[src/rtl/img_window_if.sv]
//============================================================================
// Module      : img_window_if
// Description : Bundles the pixel stream (pix_*), the downstream back-pressure
//               input (hold) and the parallel window bus (img/val/row_first/
//               short_row) that surround img_window.
//               master : environment side. Drives the pixels and hold, and
//                        observes the window bus.
//               slave  : img_window side.
// Revision    : 1.0 - initial release
//============================================================================
`default_nettype none

interface img_window_if #(
  parameter int IMG_WIDTH = 16,
  parameter int IMG_NB    = 3
);

  logic [IMG_WIDTH-1:0]        pix_data;
  logic                        pix_valid;
  logic                        pix_last;
  logic                        pix_ready;
  logic                        hold;
  logic [IMG_WIDTH*IMG_NB-1:0] img;
  logic                        val;
  logic                        row_first;
  logic                        short_row;

  modport master (
    output pix_data, pix_valid, pix_last, hold,
    input  pix_ready, img, val, row_first, short_row
  );

  modport slave (
    input  pix_data, pix_valid, pix_last, hold,
    output pix_ready, img, val, row_first, short_row
  );

endinterface

`default_nettype wire

[src/rtl/img_window.sv]
//============================================================================
// Module      : img_window
// Description : Builds a sliding window of IMG_NB consecutive same-row pixels
//               from a serial valid/ready pixel stream, and presents each
//               window on the parallel img/val bus of the convolution engine.
//
//   Parameters : IMG_WIDTH - bits per pixel
//                IMG_NB    - window length in taps (>= 2)
//   Ports      : clk - rising-edge clock
//                rst - asynchronous, active-low reset
//                bus - img_window_if.slave
//                      pix_data/pix_valid/pix_last in, pix_ready out
//                      hold in
//                      img/val/row_first/short_row out, all registered
//   Build macro: IMG_WINDOW_PAD_EN. When it is defined, the block performs
//                zero-padded ("full") convolution and adds a FLUSH state.
//                When it is undefined, only "valid" windows are produced.
// Revision    : 1.0 - initial release
//============================================================================
`default_nettype none

module img_window #(
  parameter int IMG_WIDTH = 16,
  parameter int IMG_NB    = 3
) (
  input  logic         clk,
  input  logic         rst,
  img_window_if.slave  bus
);

  localparam int                 FILL_W   = $clog2(IMG_NB) + 1;
  localparam int                 WIN_W    = IMG_WIDTH * IMG_NB;
  localparam logic [FILL_W-1:0]  FILL_MAX = FILL_W'(IMG_NB - 1);

  localparam logic [1:0] ST_FILL   = 2'd0;
  localparam logic [1:0] ST_STREAM = 2'd1;
`ifdef IMG_WINDOW_PAD_EN
  localparam logic [1:0] ST_FLUSH  = 2'd2;
  // While in FLUSH, fill counts the zero pixels shifted in so far.
  // The flush ends on the shift made with this count.
  localparam logic [FILL_W-1:0] FLUSH_LAST = FILL_W'(IMG_NB - 2);
`endif

  logic [1:0]        state_q,     state_d;
  logic [FILL_W-1:0] fill_q,      fill_d;
  logic [WIN_W-1:0]  win_q,       win_d;
  logic [WIN_W-1:0]  img_q,       img_d;
  logic              val_q,       val_d;
  logic              row_first_q, row_first_d;
  logic              short_row_q, short_row_d;

  logic              accept;
  logic [WIN_W-1:0]  win_shift;

  // ------------------------------------------------------------------
  // Handshake
  // ------------------------------------------------------------------
  always_comb begin
    bus.pix_ready = rst & ~bus.hold;
`ifdef IMG_WINDOW_PAD_EN
    if (state_q == ST_FLUSH) begin
      bus.pix_ready = 1'b0;
    end
`endif
  end

  assign accept = bus.pix_valid & bus.pix_ready;

  // Slice IMG_NB-1 (top) takes the new pixel, and every other slice takes
  // its younger neighbour.
  assign win_shift = {bus.pix_data, win_q[WIN_W-1:IMG_WIDTH]};

  // ------------------------------------------------------------------
  // State register (all flops)
  // ------------------------------------------------------------------
  always_ff @(posedge clk or negedge rst) begin
    if (!rst) begin
      state_q     <= ST_FILL;
      fill_q      <= '0;
      win_q       <= '0;
      img_q       <= '0;
      val_q       <= 1'b0;
      row_first_q <= 1'b0;
      short_row_q <= 1'b0;
    end else begin
      state_q     <= state_d;
      fill_q      <= fill_d;
      win_q       <= win_d;
      img_q       <= img_d;
      val_q       <= val_d;
      row_first_q <= row_first_d;
      short_row_q <= short_row_d;
    end
  end

  // ------------------------------------------------------------------
  // Next-state logic
  // ------------------------------------------------------------------
  always_comb begin
    state_d = state_q;
    case (state_q)
      ST_FILL: begin
        if (accept) begin
`ifdef IMG_WINDOW_PAD_EN
          state_d = bus.pix_last ? ST_FLUSH : ST_STREAM;
`else
          if (bus.pix_last) begin
            state_d = ST_FILL;
          end else if (fill_q == FILL_MAX) begin
            state_d = ST_STREAM;
          end
`endif
        end
      end
      ST_STREAM: begin
        if (accept && bus.pix_last) begin
`ifdef IMG_WINDOW_PAD_EN
          state_d = ST_FLUSH;
`else
          state_d = ST_FILL;
`endif
        end
      end
`ifdef IMG_WINDOW_PAD_EN
      ST_FLUSH: begin
        if (!bus.hold && (fill_q == FLUSH_LAST)) begin
          state_d = ST_FILL;
        end
      end
`endif
      default: state_d = ST_FILL;
    endcase
  end

  // ------------------------------------------------------------------
  // Datapath and output logic
  // ------------------------------------------------------------------
  always_comb begin
    fill_d      = fill_q;
    win_d       = win_q;
    img_d       = img_q;
    val_d       = 1'b0;
    row_first_d = 1'b0;
    short_row_d = 1'b0;

    case (state_q)
      ST_FILL: begin
        if (accept) begin
          win_d = win_shift;
`ifdef IMG_WINDOW_PAD_EN
          // The window starts each row all-zero, so the first pixel
          // already forms an output window.
          img_d       = win_shift;
          val_d       = 1'b1;
          row_first_d = 1'b1;
          fill_d      = (fill_q == FILL_MAX) ? fill_q : fill_q + FILL_W'(1);
          if (bus.pix_last) begin
            fill_d = '0;
          end
`else
          if (fill_q == FILL_MAX) begin
            img_d       = win_shift;
            val_d       = 1'b1;
            row_first_d = 1'b1;
          end else begin
            fill_d = fill_q + FILL_W'(1);
          end
          if (bus.pix_last) begin
            fill_d      = '0;
            win_d       = '0;
            short_row_d = (fill_q != FILL_MAX);
          end
`endif
        end
      end

      ST_STREAM: begin
        if (accept) begin
          win_d = win_shift;
          img_d = win_shift;
          val_d = 1'b1;
          if (bus.pix_last) begin
            fill_d = '0;
`ifndef IMG_WINDOW_PAD_EN
            win_d  = '0;
`endif
          end
        end
      end

`ifdef IMG_WINDOW_PAD_EN
      ST_FLUSH: begin
        if (!bus.hold) begin
          win_d  = {{IMG_WIDTH{1'b0}}, win_q[WIN_W-1:IMG_WIDTH]};
          img_d  = win_d;
          val_d  = 1'b1;
          fill_d = fill_q + FILL_W'(1);
          if (fill_q == FLUSH_LAST) begin
            // The last shift has been emitted. Start the next row from an
            // empty window.
            fill_d = '0;
            win_d  = '0;
          end
        end
      end
`endif

      default: ;
    endcase
  end

  assign bus.img       = img_q;
  assign bus.val       = val_q;
  assign bus.row_first = row_first_q;
  assign bus.short_row = short_row_q;

endmodule

`default_nettype wire

[src/flat_wrapper.sv]
// flat-port wrapper written by rule: the top's interface ports become plain ports
module img_window_flat 
#(
  parameter int IMG_WIDTH = 16,
  parameter int IMG_NB    = 3
)
  (clk, rst, bus_pix_data, bus_pix_valid, bus_pix_last, bus_hold, bus_pix_ready, bus_img, bus_val, bus_row_first, bus_short_row);
  img_window_if #(.IMG_WIDTH(IMG_WIDTH), .IMG_NB(IMG_NB)) bus_i ();
  input  logic clk;
  input  logic rst;
  input wire logic [$bits(bus_i.pix_data)-1:0] bus_pix_data;
  input wire logic [$bits(bus_i.pix_valid)-1:0] bus_pix_valid;
  input wire logic [$bits(bus_i.pix_last)-1:0] bus_pix_last;
  input wire logic [$bits(bus_i.hold)-1:0] bus_hold;
  output wire logic [$bits(bus_i.pix_ready)-1:0] bus_pix_ready;
  output wire logic [$bits(bus_i.img)-1:0] bus_img;
  output wire logic [$bits(bus_i.val)-1:0] bus_val;
  output wire logic [$bits(bus_i.row_first)-1:0] bus_row_first;
  output wire logic [$bits(bus_i.short_row)-1:0] bus_short_row;
  assign bus_i.pix_data = bus_pix_data;
  assign bus_i.pix_valid = bus_pix_valid;
  assign bus_i.pix_last = bus_pix_last;
  assign bus_i.hold = bus_hold;
  assign bus_pix_ready = bus_i.pix_ready;
  assign bus_img = bus_i.img;
  assign bus_val = bus_i.val;
  assign bus_row_first = bus_i.row_first;
  assign bus_short_row = bus_i.short_row;
  img_window #(.IMG_WIDTH(IMG_WIDTH), .IMG_NB(IMG_NB)) u_core (.clk(clk), .rst(rst), .bus(bus_i));
endmodule
[config.mk]
export PLATFORM = sky130hd
export DESIGN_NAME = img_window_flat
export DESIGN_NICKNAME = d
export VERILOG_FILES = /design/src/rtl/img_window_if.sv /design/src/rtl/img_window.sv /design/src/flat_wrapper.sv
export SDC_FILE = /design/constraint.sdc
export NUM_CORES = 1
export LEC_CHECK = 0
export ABC_AREA = 1
export BUFFER_PORTS_ARGS = -buffer_cell sky130_fd_sc_hd__clkbuf_2
export CORE_ASPECT_RATIO = 1.2
export CORE_MARGIN = 3
export CORE_UTILIZATION = 32
export DETAILED_ROUTE_END_ITERATION = 7
export GPL_TIMING_DRIVEN = 0
export PLACE_DENSITY = 0.56
export RECOVER_POWER = 25
export SLEW_MARGIN = 20
export SYNTH_ARGS = -nofsm -noshare
export SYNTH_HDL_FRONTEND = slang
export SYNTH_SLANG_ARGS = --single-unit
[constraint.sdc]
create_clock -name clk -period 1.33 [get_ports clk]
set_input_delay 0.0665 -clock clk [delete_from_list [all_inputs] [get_ports clk]]
set_output_delay 0.0665 -clock clk [all_outputs]
set_load 0.03 [all_outputs]
==> reports/metrics.csv <==
stage;metric;value;unit
sta;Final min period;1338;ps
setup_path;CP Data Arrival Time;1570;ps
sta;Max Slew Vio Count;0;
clock_tree;Clk Tree Root Cell;clkbuf_16;
setup_path;Crit Path Max Fanout;8;
clock_tree;Worst-Skew Late Latency;340;ps
setup_path;reg2reg start;u_core.fill_q[1]$_DFFE_PN0P_;
synth;cell count after synthesis;356;
route;Via density;4.567;
synth;top_reg_cell synth;dfrtp_1;
global_route;total global routing overflow;0;
synth;Commonest cells post-synth;93 x nand2_1, 87 x dfrtp_1, 46 x o21ai_1;
die;Core ar.;10210;sq um
synth;synth top area cells;dfrtp_1 64%, nand2_1 10%, o21ai_1 6.7%, nand3_1 5.3%, inv_1 4.1%;
synth;most common cell in the netlist;nand2_1;
global_route;first-pass GRT wire length;13.61;mm
place;GP Congestion;0.7565;
sta;final setup fails;4;
sta;RSZ-0062 raised after global routing;yes;
layout;Multi-input gate area;1069;sq um
sta;Max Freq;747.3;MHz
sta;worst hold margin;-355.6;ps
sta;total negative slack;-22.37;ps
route;drt first pass iters;4;
synth;cell accounting for the most synthesized area;dfrtp_1;
die;DIE HEIGHT;119.3;um
worst_hold_path;worst hold path type;primary input to async pin;
global_route;largest net degree at the start of global routing;91;
synth;Synthesis Warnings;0;
layout;ANT cells;0;
setup_path;Max stage delay on crit path;390;ps
power;pwr dens;2082;nW/um^2
clock_tree;clk buf depth;2;
layout;fin util;0.4610;
route;drt first-iter violations;137;
place;HPWL Detailed;5.767;mm
status;failing checks;negative hold slack, negative setup slack;
clock_tree;clk sinks;87;
synth;Yosys reg bits;87;
clock_tree;CTS tree;done;
setup_path;CP Capture Type;flop;
place;number of port buffers;72;
global_route;initial antenna violation count;0;
global_route;vias in the first global route;2665;
die;Die W;100.5;um
sta;Tcrit/Tclk final;1.006;
synth;syn nets;379;
route;Remaining DRCs;0;
global_route;total global-route track usage;0.1468;
route;WL per Instance;14.23;um
synth;number of library cell types mapped by synthesis;20;
clock_tree;clock-pin slew on the worst setup and hold paths;60;ps
sta;final clock skew;7.234;ps
route;Routed WL;8.484;mm
clock_tree;H-tree depth;3;
setup_path;critical path startpoint category;flop;
route;post-route ant nets;0;
layout;area grow syn2layout;37.40;%
layout;proportion of layout cells with a drive suffix above 1;0.3085;
synth;sequential area share after synthesis;0.6355;
die;row count;40;
setup_path;slowest cell on the critical path;dfrtp_1;
layout;fill count;1025;
synth;Post-synth EDFFs;0;
synth;post-synth top area share;0.6355;
sta;Setup WS post-layout;-8.210;ps
power;Lkg Pwr;2.377;nW
flow_run;maxcap violations;0;
sta;Rel. slew slack;0.7037;
setup_path;Worst R2R Path Depth;8;
layout;fin nets;488;
die;starting density of the core;0.3355;
setup_path;FF-to-FF End;u_core.bus.img[46]$_DFFE_PN0P_;
setup_path;Critical Path RT;1570;ps
sta;Worst-Margin Slew;444.4;ps
clock_tree;total CTS buffers;9;
die;die area;11990;sq um
synth;mapped cell area;3426;sq um
clock_tree;cts hold-fix bufs;16;
power;peak supply drop;1.005;mV
setup_path;cell mode on critical path;nand2_2;
setup_path;R2R setup slack;-8;ps
layout;register area;2177;sq um
synth;Async S/R FF share, synth;1.000;
status;status;complete, but fails checks;
setup_path;CP Class;flop to flop;
die;IO Pins;73;
synth;Avg Cell Area, Syn;9.623;sq um
sta;Final Hold Vio Count;87;
route;via count;2722;
setup_path;crit-path cells;ha_2 > nand2_2 > nand2_4 > nand2_8 > clkinv_8 > clkbuf_16 > nand2_2 > nand2_1;
## critical path, delay by kind of cell (launching register included)
family | cells | cell delay (ps)
adders and majority gates | 1 | 190
buffers and inverters | 2 | 250
DFF | 1 | 390
and+or+nand+nor | 5 | 390
## logic make-up (layout without fill, tap and decap cells)
family          after synthesis  count (layout)  share of synthesized area
compound gates               66              66                    0.09715
fa+ha+maj                     2               2                   0.007303
simple gates                140             141                     0.1720
flops                        87              87                     0.6355
buf+inv                      61             174                    0.08802
## sequential cells by signal, indices dropped and copies added, names as in the netlist
register	cells
u_core.bus.img	48
u_core.win_q	32
u_core.fill_q	3
u_core.bus.row_first	1
u_core.bus.short_row	1
u_core.bus.val	1
u_core.state_q	1
## final cells by class
type	instances	share of cell area
well taps	126	0.03349
clock buffers	14	0.05609
clock inverters	2	0.003190
plain buffers	19	0.04067
flip-flops and latches	87	0.4625
multi-input cells	209	0.2270
repair buffers	97	0.1409
inverters	42	0.03615
## cells in the final DEF (no fill, tap or decap), drive strengths merged
cell,n
nand4,1
clkinv,2
dlygate4sd3,16
buf,24
o21ai,65
clkinvlp,2
ha,2
nor2,7
a21boi,1
nand2,96
inv,40
clkbuf,90
dfrtp,87
nand3,37
## metrics by stage
stage,total power [mW],instances,cell area [sq um],setup WS [ps],hold WS (ps)
finish,9.802,596,4707,-8.210,-355.6
global route,10.38,596,4707,-79.04,-301.9
CTS,9.644,590,4443,-24.84,-310.4
detailed placement,7.116,554,3953,-331.6,175.6
global placement,7.040,554,3944,-1528,296.8
floorplan,6.048,356,3426,92.14,-229.1
## how the worst max path moves through the flow
stage                                       startpoint                             end  slack [ps]  depth (start not counted)
final                     u_core.fill_q[1]$_DFFE_PN0P_  u_core.bus.img[46]$_DFFE_PN0P_          -8                          8
after global routing      u_core.fill_q[0]$_DFFE_PN0P_  u_core.bus.img[44]$_DFFE_PN0P_         -80                          9
after CTS                 u_core.fill_q[0]$_DFFE_PN0P_  u_core.bus.img[21]$_DFFE_PN0P_         -20                          8
after detailed placement                           rst    u_core.win_q[43]$_DFFE_PN0P_        -330                          5
after global placement                             rst    u_core.fill_q[2]$_DFFE_PN0P_       -1530                          5
after floorplan           u_core.fill_q[0]$_DFFE_PN0P_  u_core.bus.img[38]$_DFFE_PN0P_          90                          9
## power by group
group / total [mW] / switching [mW] / internal, mW
combinational: 3.54 / 2.39 / 1.14
sequential: 3.90 / 0.460 / 3.45
clock: 2.36 / 0.990 / 1.37
## routing by layer
layer,up-vias,track usage,wire length (um)
li1,1354,-,-
met1,1297,0.1887,3664
met2,58,0.2351,4271
met3,13,0.02519,354
met4,0,0.07582,193
met5,-,0,0
## timing repair
| action | 4_1_cts | 5_1_grt |
|---|---|---|
| gates resized for setup | 5 | 50 |
| setup endpoints to repair | 48 | 51 |
| endpoints found under the hold margin | 109 | 87 |
| gates cloned | 1 | 2 |
| pin swaps | 2 | 11 |
| buffers inserted | 3 | 4 |
(Power assumes the default switching activity.)
